==> src/rtl/apb_chargen_pkg.sv <==
// Shared types and helpers for the APB text-mode memory bridge.
// Region/state encodings plus the glyph-row byte merge.
package apb_chargen_pkg;

  localparam int MAP_DEPTH = 2400;
  localparam int TBL_DEPTH = 128;
  localparam int GLYPH_W   = 128;

  typedef enum logic [1:0] {
    RG_CH,
    RG_COL,
    RG_TBL,
    RG_ERR
  } region_e;

  typedef enum logic [2:0] {
    ST_IDLE,
    ST_MAP_WR,
    ST_MAP_RD,
    ST_TBL_RD,
    ST_TBL_RMW,
    ST_ERR,
    ST_DONE
  } state_e;

  function automatic logic [GLYPH_W-1:0] strb_merge(
    input logic [GLYPH_W-1:0] row,
    input logic [1:0]         slice,
    input logic [31:0]        wdata,
    input logic [3:0]         strb
  );
    logic [GLYPH_W-1:0] r;
    r = row;
    for (int i = 0; i < 4; i++) begin
      if (strb[i]) r[32*slice + 8*i +: 8] = wdata[8*i +: 8];
    end
    return r;
  endfunction

endpackage

==> src/rtl/apb_chargen_mem_bridge.sv <==
// APB4 slave onto port A of the char map, colour map and RW glyph table.
// Map words go out one byte lane per cycle; glyph writes are read-modify-write.
module apb_chargen_mem_bridge
  import apb_chargen_pkg::*;
#(
  parameter int APB_ADDR_W = 14,
  parameter int MAP_DEPTH  = apb_chargen_pkg::MAP_DEPTH,
  parameter int TBL_DEPTH  = apb_chargen_pkg::TBL_DEPTH,
  parameter int GLYPH_W    = apb_chargen_pkg::GLYPH_W,
  localparam int MAP_AW    = $clog2(MAP_DEPTH),
  localparam int TBL_AW    = $clog2(TBL_DEPTH)
) (
  input  logic                  clk_i,
  input  logic                  arstn_i,
  input  logic                  psel_i,
  input  logic                  penable_i,
  input  logic                  pwrite_i,
  input  logic [APB_ADDR_W-1:0] paddr_i,
  input  logic [31:0]           pwdata_i,
  input  logic [3:0]            pstrb_i,
  output logic [31:0]           prdata_o,
  output logic                  pready_o,
  output logic                  pslverr_o,
  output logic [MAP_AW-1:0]     ch_map_addr_o,
  output logic [7:0]            ch_map_wdata_o,
  output logic                  ch_map_wen_o,
  input  logic [7:0]            ch_map_rdata_i,
  output logic [MAP_AW-1:0]     col_map_addr_o,
  output logic [7:0]            col_map_wdata_o,
  output logic                  col_map_wen_o,
  input  logic [7:0]            col_map_rdata_i,
  output logic [TBL_AW-1:0]     ch_t_rw_addr_o,
  output logic [GLYPH_W-1:0]    ch_t_rw_wdata_o,
  output logic                  ch_t_rw_wen_o,
  input  logic [GLYPH_W-1:0]    ch_t_rw_rdata_i
);

  localparam int OFF_W = 12;

  state_e               state_q;
  logic [1:0]           lane_q;
  region_e              region_q;
  logic [OFF_W-1:0]     off_q;
  logic [TBL_AW-1:0]    idx_q;
  logic [1:0]           slice_q;
  logic [31:0]          wdata_q;
  logic [3:0]           strb_q;
  logic [31:0]          acc_q;
  logic [GLYPH_W-1:0]   row_q;

  region_e              rg_in;
  logic [OFF_W-1:0]     off_in;
  logic                 bad_in;
  logic                 start;
  logic                 unused_paddr;

  assign unused_paddr = ^paddr_i[1:0];
  assign rg_in  = region_e'(paddr_i[13:12]);
  assign off_in = {paddr_i[11:2], 2'b00};
  assign start  = (state_q == ST_IDLE) & psel_i & penable_i & arstn_i;

  always_comb begin
    bad_in = 1'b1;
    unique case (rg_in)
      RG_CH, RG_COL: bad_in = 32'(off_in) >= MAP_DEPTH;
      RG_TBL:        bad_in = paddr_i[11];
      default:       bad_in = 1'b1;
    endcase
  end

  // In IDLE the first lane is served straight from the bus so the op starts at T
  region_e          rg_c;
  logic [OFF_W-1:0] off_c;
  logic [31:0]      wd_c;
  logic [3:0]       st_c;
  logic [1:0]       lane_c;
  logic [TBL_AW-1:0] idx_c;

  always_comb begin
    rg_c   = region_q;
    off_c  = off_q;
    wd_c   = wdata_q;
    st_c   = strb_q;
    lane_c = lane_q;
    idx_c  = idx_q;
    if (state_q == ST_IDLE) begin
      rg_c   = rg_in;
      off_c  = off_in;
      wd_c   = pwdata_i;
      st_c   = pstrb_i;
      lane_c = 2'd0;
      idx_c  = paddr_i[10:4];
    end
  end

  logic              map_on;
  logic              map_wr;
  logic [MAP_AW-1:0] m_addr;
  logic [7:0]        m_wdata;
  logic              m_wen;
  logic              tbl_on;
  logic [7:0]        map_rdata;

  assign map_on = (start & ~bad_in & (rg_in == RG_CH || rg_in == RG_COL))
                | (state_q == ST_MAP_WR)
                | (state_q == ST_MAP_RD && lane_q != 2'd0);
  assign map_wr = start ? pwrite_i : (state_q == ST_MAP_WR);
  assign m_addr = map_on ? MAP_AW'(off_c + OFF_W'(lane_c)) : '0;
  assign m_wdata = (map_on & map_wr) ? wd_c[8*lane_c +: 8] : 8'd0;
  assign m_wen   = map_on & map_wr & st_c[lane_c];

  assign ch_map_addr_o   = (rg_c == RG_CH) ? m_addr : '0;
  assign ch_map_wdata_o  = (rg_c == RG_CH) ? m_wdata : 8'd0;
  assign ch_map_wen_o    = (rg_c == RG_CH) & m_wen;
  assign col_map_addr_o  = (rg_c == RG_COL) ? m_addr : '0;
  assign col_map_wdata_o = (rg_c == RG_COL) ? m_wdata : 8'd0;
  assign col_map_wen_o   = (rg_c == RG_COL) & m_wen;

  assign tbl_on = (start & ~bad_in & (rg_in == RG_TBL))
                | (state_q == ST_TBL_RD)
                | (state_q == ST_TBL_RMW);
  assign ch_t_rw_addr_o  = tbl_on ? idx_c : '0;
  assign ch_t_rw_wen_o   = (state_q == ST_TBL_RMW) & (lane_q == 2'd1);
  assign ch_t_rw_wdata_o = ch_t_rw_wen_o ? row_q : '0;

  assign map_rdata = (region_q == RG_CH) ? ch_map_rdata_i : col_map_rdata_i;

  assign pready_o  = (state_q == ST_DONE) | (start & bad_in);
  assign pslverr_o = start & bad_in;
  assign prdata_o  = (state_q == ST_DONE) ? acc_q : 32'd0;

  always_ff @(posedge clk_i or negedge arstn_i) begin
    if (!arstn_i) begin
      state_q  <= ST_IDLE;
      lane_q   <= 2'd0;
      region_q <= RG_CH;
      off_q    <= '0;
      idx_q    <= '0;
      slice_q  <= 2'd0;
      wdata_q  <= 32'd0;
      strb_q   <= 4'd0;
      acc_q    <= 32'd0;
      row_q    <= '0;
    end else begin
      unique case (state_q)
        ST_IDLE: begin
          if (start) begin
            region_q <= rg_in;
            off_q    <= off_in;
            idx_q    <= paddr_i[10:4];
            slice_q  <= paddr_i[3:2];
            wdata_q  <= pwdata_i;
            strb_q   <= pstrb_i;
            acc_q    <= 32'd0;
            if (bad_in) begin
              state_q <= ST_ERR;
            end else if (rg_in == RG_TBL) begin
              lane_q  <= 2'd0;
              state_q <= pwrite_i ? ST_TBL_RMW : ST_TBL_RD;
            end else begin
              lane_q  <= 2'd1;
              state_q <= pwrite_i ? ST_MAP_WR : ST_MAP_RD;
            end
          end
        end
        ST_MAP_WR: begin
          lane_q <= lane_q + 2'd1;
          if (lane_q == 2'd3) state_q <= ST_DONE;
        end
        ST_MAP_RD: begin
          // Each cycle captures the byte addressed one cycle earlier
          acc_q[8*(lane_q - 2'd1) +: 8] <= map_rdata;
          if (lane_q == 2'd0) state_q <= ST_DONE;
          else                lane_q  <= lane_q + 2'd1;
        end
        ST_TBL_RD: begin
          acc_q   <= ch_t_rw_rdata_i[32*slice_q +: 32];
          state_q <= ST_DONE;
        end
        ST_TBL_RMW: begin
          if (lane_q == 2'd0) begin
            row_q  <= strb_merge(ch_t_rw_rdata_i, slice_q,
                                 wdata_q, strb_q);
            lane_q <= 2'd1;
          end else begin
            lane_q  <= 2'd0;
            state_q <= ST_DONE;
          end
        end
        ST_ERR:  state_q <= ST_IDLE;
        ST_DONE: state_q <= ST_IDLE;
        default: state_q <= ST_IDLE;
      endcase
    end
  end

endmodule

==> config.mk <==
export PLATFORM = sky130hd
export DESIGN_NAME = apb_chargen_mem_bridge
export DESIGN_NICKNAME = d
export VERILOG_FILES = /design/src/rtl/apb_chargen_pkg.sv /design/src/rtl/apb_chargen_mem_bridge.sv
export SDC_FILE = /design/constraint.sdc
export NUM_CORES = 1
export LEC_CHECK = 0
export ABC_AREA = 1
export CORE_MARGIN = 10
export CORE_UTILIZATION = 39
export DETAILED_ROUTE_END_ITERATION = 10
export PLACE_DENSITY = 0.68
export SYNTH_ARGS = -nofsm -noshare
export SYNTH_HDL_FRONTEND = slang
export SYNTH_SLANG_ARGS = --single-unit
export TNS_END_PERCENT = 5
==> constraint.sdc <==
create_clock -name clk_i -period 3.6 [get_ports clk_i]
set_clock_uncertainty 0.1 [all_clocks]
set_input_delay 0.36 -clock clk_i [delete_from_list [all_inputs] [get_ports clk_i]]
set_output_delay 0.36 -clock clk_i [all_outputs]
set_load 0.01 [all_outputs]
==> impl_metrics.json, run 1 <==
{
  "async_flop_share_pct": 100.0,
  "die_width_um": 208.0,
  "grt_max_degree": 93,
  "syn-instance-count": 2124,
  "maxCapViolations": 0,
  "ys_warn_count": 0,
  "cts_tree": "yes",
  "drive_gt1_share_pct": 4.232,
  "rows": 68,
  "synthesis.nets": 2338,
  "dieArea_um2": 43260,
  "max_freq_mhz": 292.9,
  "gp_congestion": 0.9736,
  "h-tree-depth": 1,
  "synth_area_um2": 13780,
  "cts_setup_buffers": 0,
  "nets": 2679,
  "critPathLaunchType": "flip-flop",
  "period_share_pct": 94.85,
  "setup_viol": 0,
  "gr-total-overflow": 0,
  "top_usage_layer": "met2",
  "use_met1_pct": 33.16,
  "io_buffers": 408,
  "synth_seq_cells": 213,
  "clock_sinks": 213,
  "final_hold_viol_count": 0,
  "powerDensity_nw_per_um2": 773.7,
  "required_ps": 3140,
  "worstHoldStart": "pwdata_i[30]",
  "routed_wl_mm": 61.55,
  "status": "finished clean",
  "grtUsageTotal_pct": 26.90,
  "ctsLongestPathBuffers": 3,
  "reg2reg_slack_ps": 760,
  "reg2regPathDepth": 9,
  "seq_area_frac_synth_pct": 38.67,
  "final_common_cell": "nand2_1",
  "grt_pass1_wl_mm": 91.90,
  "drt-initial-drc-count": 1521,
  "min_to": "wdata_q[30]",
  "slew_headroom_pct": 37.69,
  "routed_via_density": 5.291,
  "cts-root-buf": "clkbuf_16",
  "worst_slew_pin_slew_ps": 934.7,
  "leakage_uw": 0.008610,
  "tns_ps": 0,
  "fin_cells": 2949,
  "crit_fanout": 51,
  "syn_area_per_cell_um2": 6.489,
  "maxSlewViolCount": 0,
  "grt_pass1_vias": 15130,
  "netlist.area_leader.share_pct": 38.67,
  "synth-edff-count": 0,
  "mostFrequentLayoutCells": "nand2_1, clkdlybuf4s50_1, nor2_1",
  "start_util_pct": 39.71,
  "coreArea_um2": 34710,
  "grt_use_met2_pct": 44.65,
  "end_kind": "output port",
  "place_hpwl_mm": 47.78,
  "cts_made_buffers": 25,
  "hold_depth": 3,
  "reg2reg_from": "slice_q[0]",
  "pre_cts_ws_ps": 452.1,
  "yosysUniqueCellTypes": 33,
  "p_total_uw": 14730,
  "antenna_found_initial": 15,
  "yosysTopAreaCell": "dfrtp_1",
  "die_h_um": 208.0,
  "peakVddDrop_v": 0.0004655,
  "drtPass1Iterations": 6,
  "area_growth_pct": 38.17,
  "min_period_ps": 3415,
  "rsz0062_at_grt": "false",
  "grtUsageMet3_pct": 6.650,
  "clock_latency_ps": 530,
  "ant_nets": 0,
  "ys_top_cells_by_area": "dfrtp_1, nand2_1, nor2_1",
  "io_pins": 411,
  "wl_per_cell_um": 20.87,
  "drc": 0,
  "cp.arrival_ps": 2950,
  "place_inst": 2892,
  "ys.flop_type": "dfrtp_1",
  "reg2reg_to": "row_q[72]",
  "via_count": 15600,
  "hold_class": "in2reg",
  "clk_pin_slew_ps": 60,
  "final_core_util_pct": 54.86,
  "path_class": "reg2out",
  "setup_ws_ps": 185.3
}
-- worst max-delay path by stage --
stage               start                  to  slack (ps)  depth (start not counted)
6_report       state_q[0]   ch_map_wdata_o[3]         190                          9
5_1_grt        state_q[0]    ch_map_addr_o[7]         0.3                          9
4_1_cts         lane_q[0]   ch_map_wdata_o[3]          60                          9
3_5_place_dp   state_q[0]  col_map_wdata_o[3]         450                          9
3_3_place_gp   state_q[0]   ch_map_wdata_o[3]         480                          9
2_1_floorplan  slice_q[0]            row_q[0]        1230                          9
-- cells by family after synthesis --
family	share of synthesized area (%)
flip-flops	38.67
AND/OR/NAND/NOR	33.06
XOR/XNOR	0.06356
buffers and inverters	11.01
AO/OA/AOI/OAI	15.83
adder cells (fa/ha/maj)	1.362
-- power breakdown --
group / total (uW) / switching, uW / internal, uW / leakage (uW)
sequential: 4440 / 947 / 3500 / 0.00265
combinational: 7770 / 5100 / 2670 / 0.00556
clock: 2520 / 1020 / 1500 / 0.000393
-- registers in the layout (all words and copies together), names as in the netlist --
| register | cells |
|---|---|
| slice_q | 1 |
| idx_q | 6 |
| wdata_q | 32 |
| region_q | 2 |
| state_q | 3 |
| lane_q | 2 |
| acc_q | 32 |
| off_q | 3 |
| row_q | 128 |
| strb_q | 4 |
-- metal layers --
layer / wire [um] / part of all wire, %
met1: 24700 / 40
met2: 28860 / 47
met3: 5738 / 9.3
met4: 2221 / 3.6
met5: 27 / 0.044
-- timing repair --
| item | CTS | global route |
|---|---|---|
| gates resized for setup | 2 | 5 |
| endpoints found under the setup margin | 20 | 42 |
| endpoints found under the hold margin | 90 | 0 |
| gates cloned | 0 | 0 |
| hold buffers | 1 | 0 |
| pin swaps | 0 | 0 |
-- through the flow --
step,instance area (um^2),hold WS [ps]
2_1_floorplan,13780,-35.59
3_3_place_gp,18170,366.1
3_5_place_dp,18170,372.9
4_1_cts,19000,265.2
5_1_grt,19030,279.3
6_report,19040,278.3
-- synthesized netlist by cell type (2+ instances only) --
cell / number
nor2_1: 353
nand3_2: 9
nand2_1: 562
a22oi_1: 64
buf_6: 2
nand2_2: 3
o21ai_0: 209
a21oi_1: 90
ha_1: 15
buf_4: 2
inv_1: 248
buf_1: 6
inv_2: 3
nand3_1: 180
nor2_2: 3
clkinv_1: 2
clkbuf_1: 71
dfrtp_1: 213
o22ai_1: 27
nand4_1: 2
nand2_4: 2
buf_2: 47
-- worst max-delay path, cell delays in order (launching register included) --
cell and delay, ps:
dfrtp_1 450, nor2_4 220, nand2_8 230, nor3_2 220
nand2_1 120, nand2_4 180, buf_4 200, nand3_2 110
nor2_1 120, clkdlybuf4s50_1 550
-- layout make-up --
cell class | instances | area, um^2
tap | 455 | 569.3
fill | 3418 | 15670
clock inverter | 8 | 96.34
antenna | 13 | 32.53
sequential | 213 | 5334
clock buffer | 35 | 703.2
multi-input combinational | 1529 | 6982
timing repair buffer | 442 | 4372
inverter | 254 | 955.9
Note: power is estimated with default switching activity, not from simulation.
==> run 2, diff against run 1 <==
--- a/config.mk
+++ b/config.mk
@@ -10,6 +10,7 @@
 export CORE_UTILIZATION = 39
 export DETAILED_ROUTE_END_ITERATION = 10
 export PLACE_DENSITY = 0.68
+export SETUP_SLACK_MARGIN = 0.2
 export SYNTH_ARGS = -nofsm -noshare
 export SYNTH_HDL_FRONTEND = slang
 export SYNTH_SLANG_ARGS = --single-unit
==> impl_metrics.json, run 2 (synthesized netlist as in run 1, its figures left out) <==
{
  "max_freq_mhz": 306.1,
  "grt_pass1_vias": 15140,
  "maxCapViolations": 0,
  "period_share_pct": 90.76,
  "crit_family": "buffers and inverters",
  "largest_register_ffs": 128,
  "tns_ps": 0,
  "gr-total-overflow": 0,
  "rows": 68,
  "path_cells": "buf_4 -> ha_1 -> nand2_4 -> buf_12 -> nor2_1 -> clkdlybuf4s50_1",
  "routed_via_density": 5.323,
  "final_core_util_pct": 55.08,
  "final_common_cell": "nand2_1",
  "drive_gt1_share_pct": 4.582,
  "grt_pass1_wl_mm": 92.19,
  "drt-initial-drc-count": 1622,
  "final_hold_viol_count": 0,
  "status": "finished clean",
  "gp_congestion": 0.9736,
  "grtUsageTotal_pct": 27.00,
  "slowest_stage": "clkdlybuf4s50_1",
  "maxSlewViolCount": 0,
  "routed_wl_mm": 61.84,
  "whs_ps": 280.6,
  "rsz0062_at_grt": "true",
  "io_buffers": 408,
  "ant_nets": 0,
  "worst_slew_pin_slew_ps": 923.3,
  "mostFrequentLayoutCells": "nand2_1, clkdlybuf4s50_1, nor2_1",
  "setup_viol": 0,
  "cp.arrival_ps": 2810,
  "antenna_found_initial": 15,
  "largestRegisters": "row_q: 128 flops, acc_q: 32 flops, wdata_q: 32 flops",
  "clk_pin_slew_ps": 60,
  "cts_tree": "yes",
  "start_util_pct": 39.71,
  "nets": 2686,
  "dieArea_um2": 43260,
  "end_kind": "output port",
  "hold_class": "in2reg",
  "peakVddDrop_v": 0.0004704,
  "pre_cts_ws_ps": 452.1,
  "h-tree-depth": 1,
  "top_register": "row_q",
  "required_ps": 3140,
  "setup_ws_ps": 332.7,
  "coreArea_um2": 34710,
  "wl_per_cell_um": 20.92,
  "slew_headroom_pct": 38.45,
  "critPathLaunchType": "flip-flop",
  "area_growth_pct": 38.73,
  "die_h_um": 208.0,
  "die_width_um": 208.0,
  "slowest_delay_ps": 610,
  "via_count": 15730,
  "path_class": "reg2out",
  "grt_max_degree": 93,
  "powerDensity_nw_per_um2": 776.4,
  "clock_sinks": 213,
  "ctsLongestPathBuffers": 3,
  "p_total_uw": 14850,
  "crit_fanout": 86,
  "nFillCells": 3413,
  "io_pins": 411,
  "leakage_uw": 0.008650,
  "cts-root-buf": "clkbuf_16",
  "clock_latency_ps": 530,
  "drtPass1Iterations": 6,
  "crit_buf_inv": 3,
  "min_period_ps": 3267,
  "cts_made_buffers": 25,
  "drc": 0,
  "place_hpwl_mm": 47.78
}
run 2: routing by layer:
| metal | vias up | routed length (um) | track usage (%) |
|---|---|---|---|
| met2 | 833 | 28940 | 44.78 |
| met5 | - | 27 | 0 |
| met1 | 7326 | 24770 | 33.29 |
| met3 | 120 | 5827 | 6.650 |
| li1 | 7451 | - | - |
| met4 | 4 | 2273 | 9.813 |
run 2: what timing repair did:
item | in CTS | in global routing
hold endpoints to repair | 90 | 0
pin swaps | 2 | 3
buffers inserted | 0 | 6
cloned | 1 | 0
resized for setup | 7 | 3
endpoints found under the setup margin | 42 | 44
hold buffers | 1 | 0
run 2: final cells by class:
type	instances	area [um^2]	share of cell area, %
multi-input cells	1530	6998	36.60
flip-flops and latches	213	5334	27.90
repair buffers	448	4429	23.16
inverters	254	958.4	5.012
clock buffers	35	703.2	3.678
well taps	455	569.3	2.977
clock inverters	8	96.34	0.5039
diodes	13	32.53	0.1701
run 2: final timing paths:
kind                                   start             endpoint  slack [ps]  cells after the start
worst min-delay path            pwdata_i[30]          wdata_q[30]         280                      3
worst min register to register     row_q[83]            row_q[83]         380                      2
min in group asynchronous            arstn_i             acc_q[3]         460                      3
worst max register to register    slice_q[0]            row_q[86]         750                      9
worst max-delay path               lane_q[0]  ch_t_rw_wdata_o[74]         330                      6
max in group asynchronous            arstn_i           slice_q[0]        1280                      4
run 2: worst register-to-register path, delay by kind of cell (launching register included):
kind                     cells  cell delay [ps]
flip-flops                   1              650
AND/OR/NAND/NOR              4              950
adder cells (fa/ha/maj)      1              390
AO/OA/AOI/OAI                2              240
buffers and inverters        2              450
run 2: through the flow:
stage,area [um^2],std cells
CTS,19020,2937
floorplan,13780,2124
global placement,18170,2892
finish,19120,2956
global route,19110,2951
detailed placement,18170,2892
run 2: power by group:
group | total, uW | leakage (uW) | internal, uW | switching [uW]
clock | 2520 | 0.000393 | 1500 | 1020
sequential | 4450 | 0.00265 | 3500 | 953
combinational | 7880 | 0.00560 | 2720 | 5160
total | 14800 | 0.00865 | 7710 | 7140
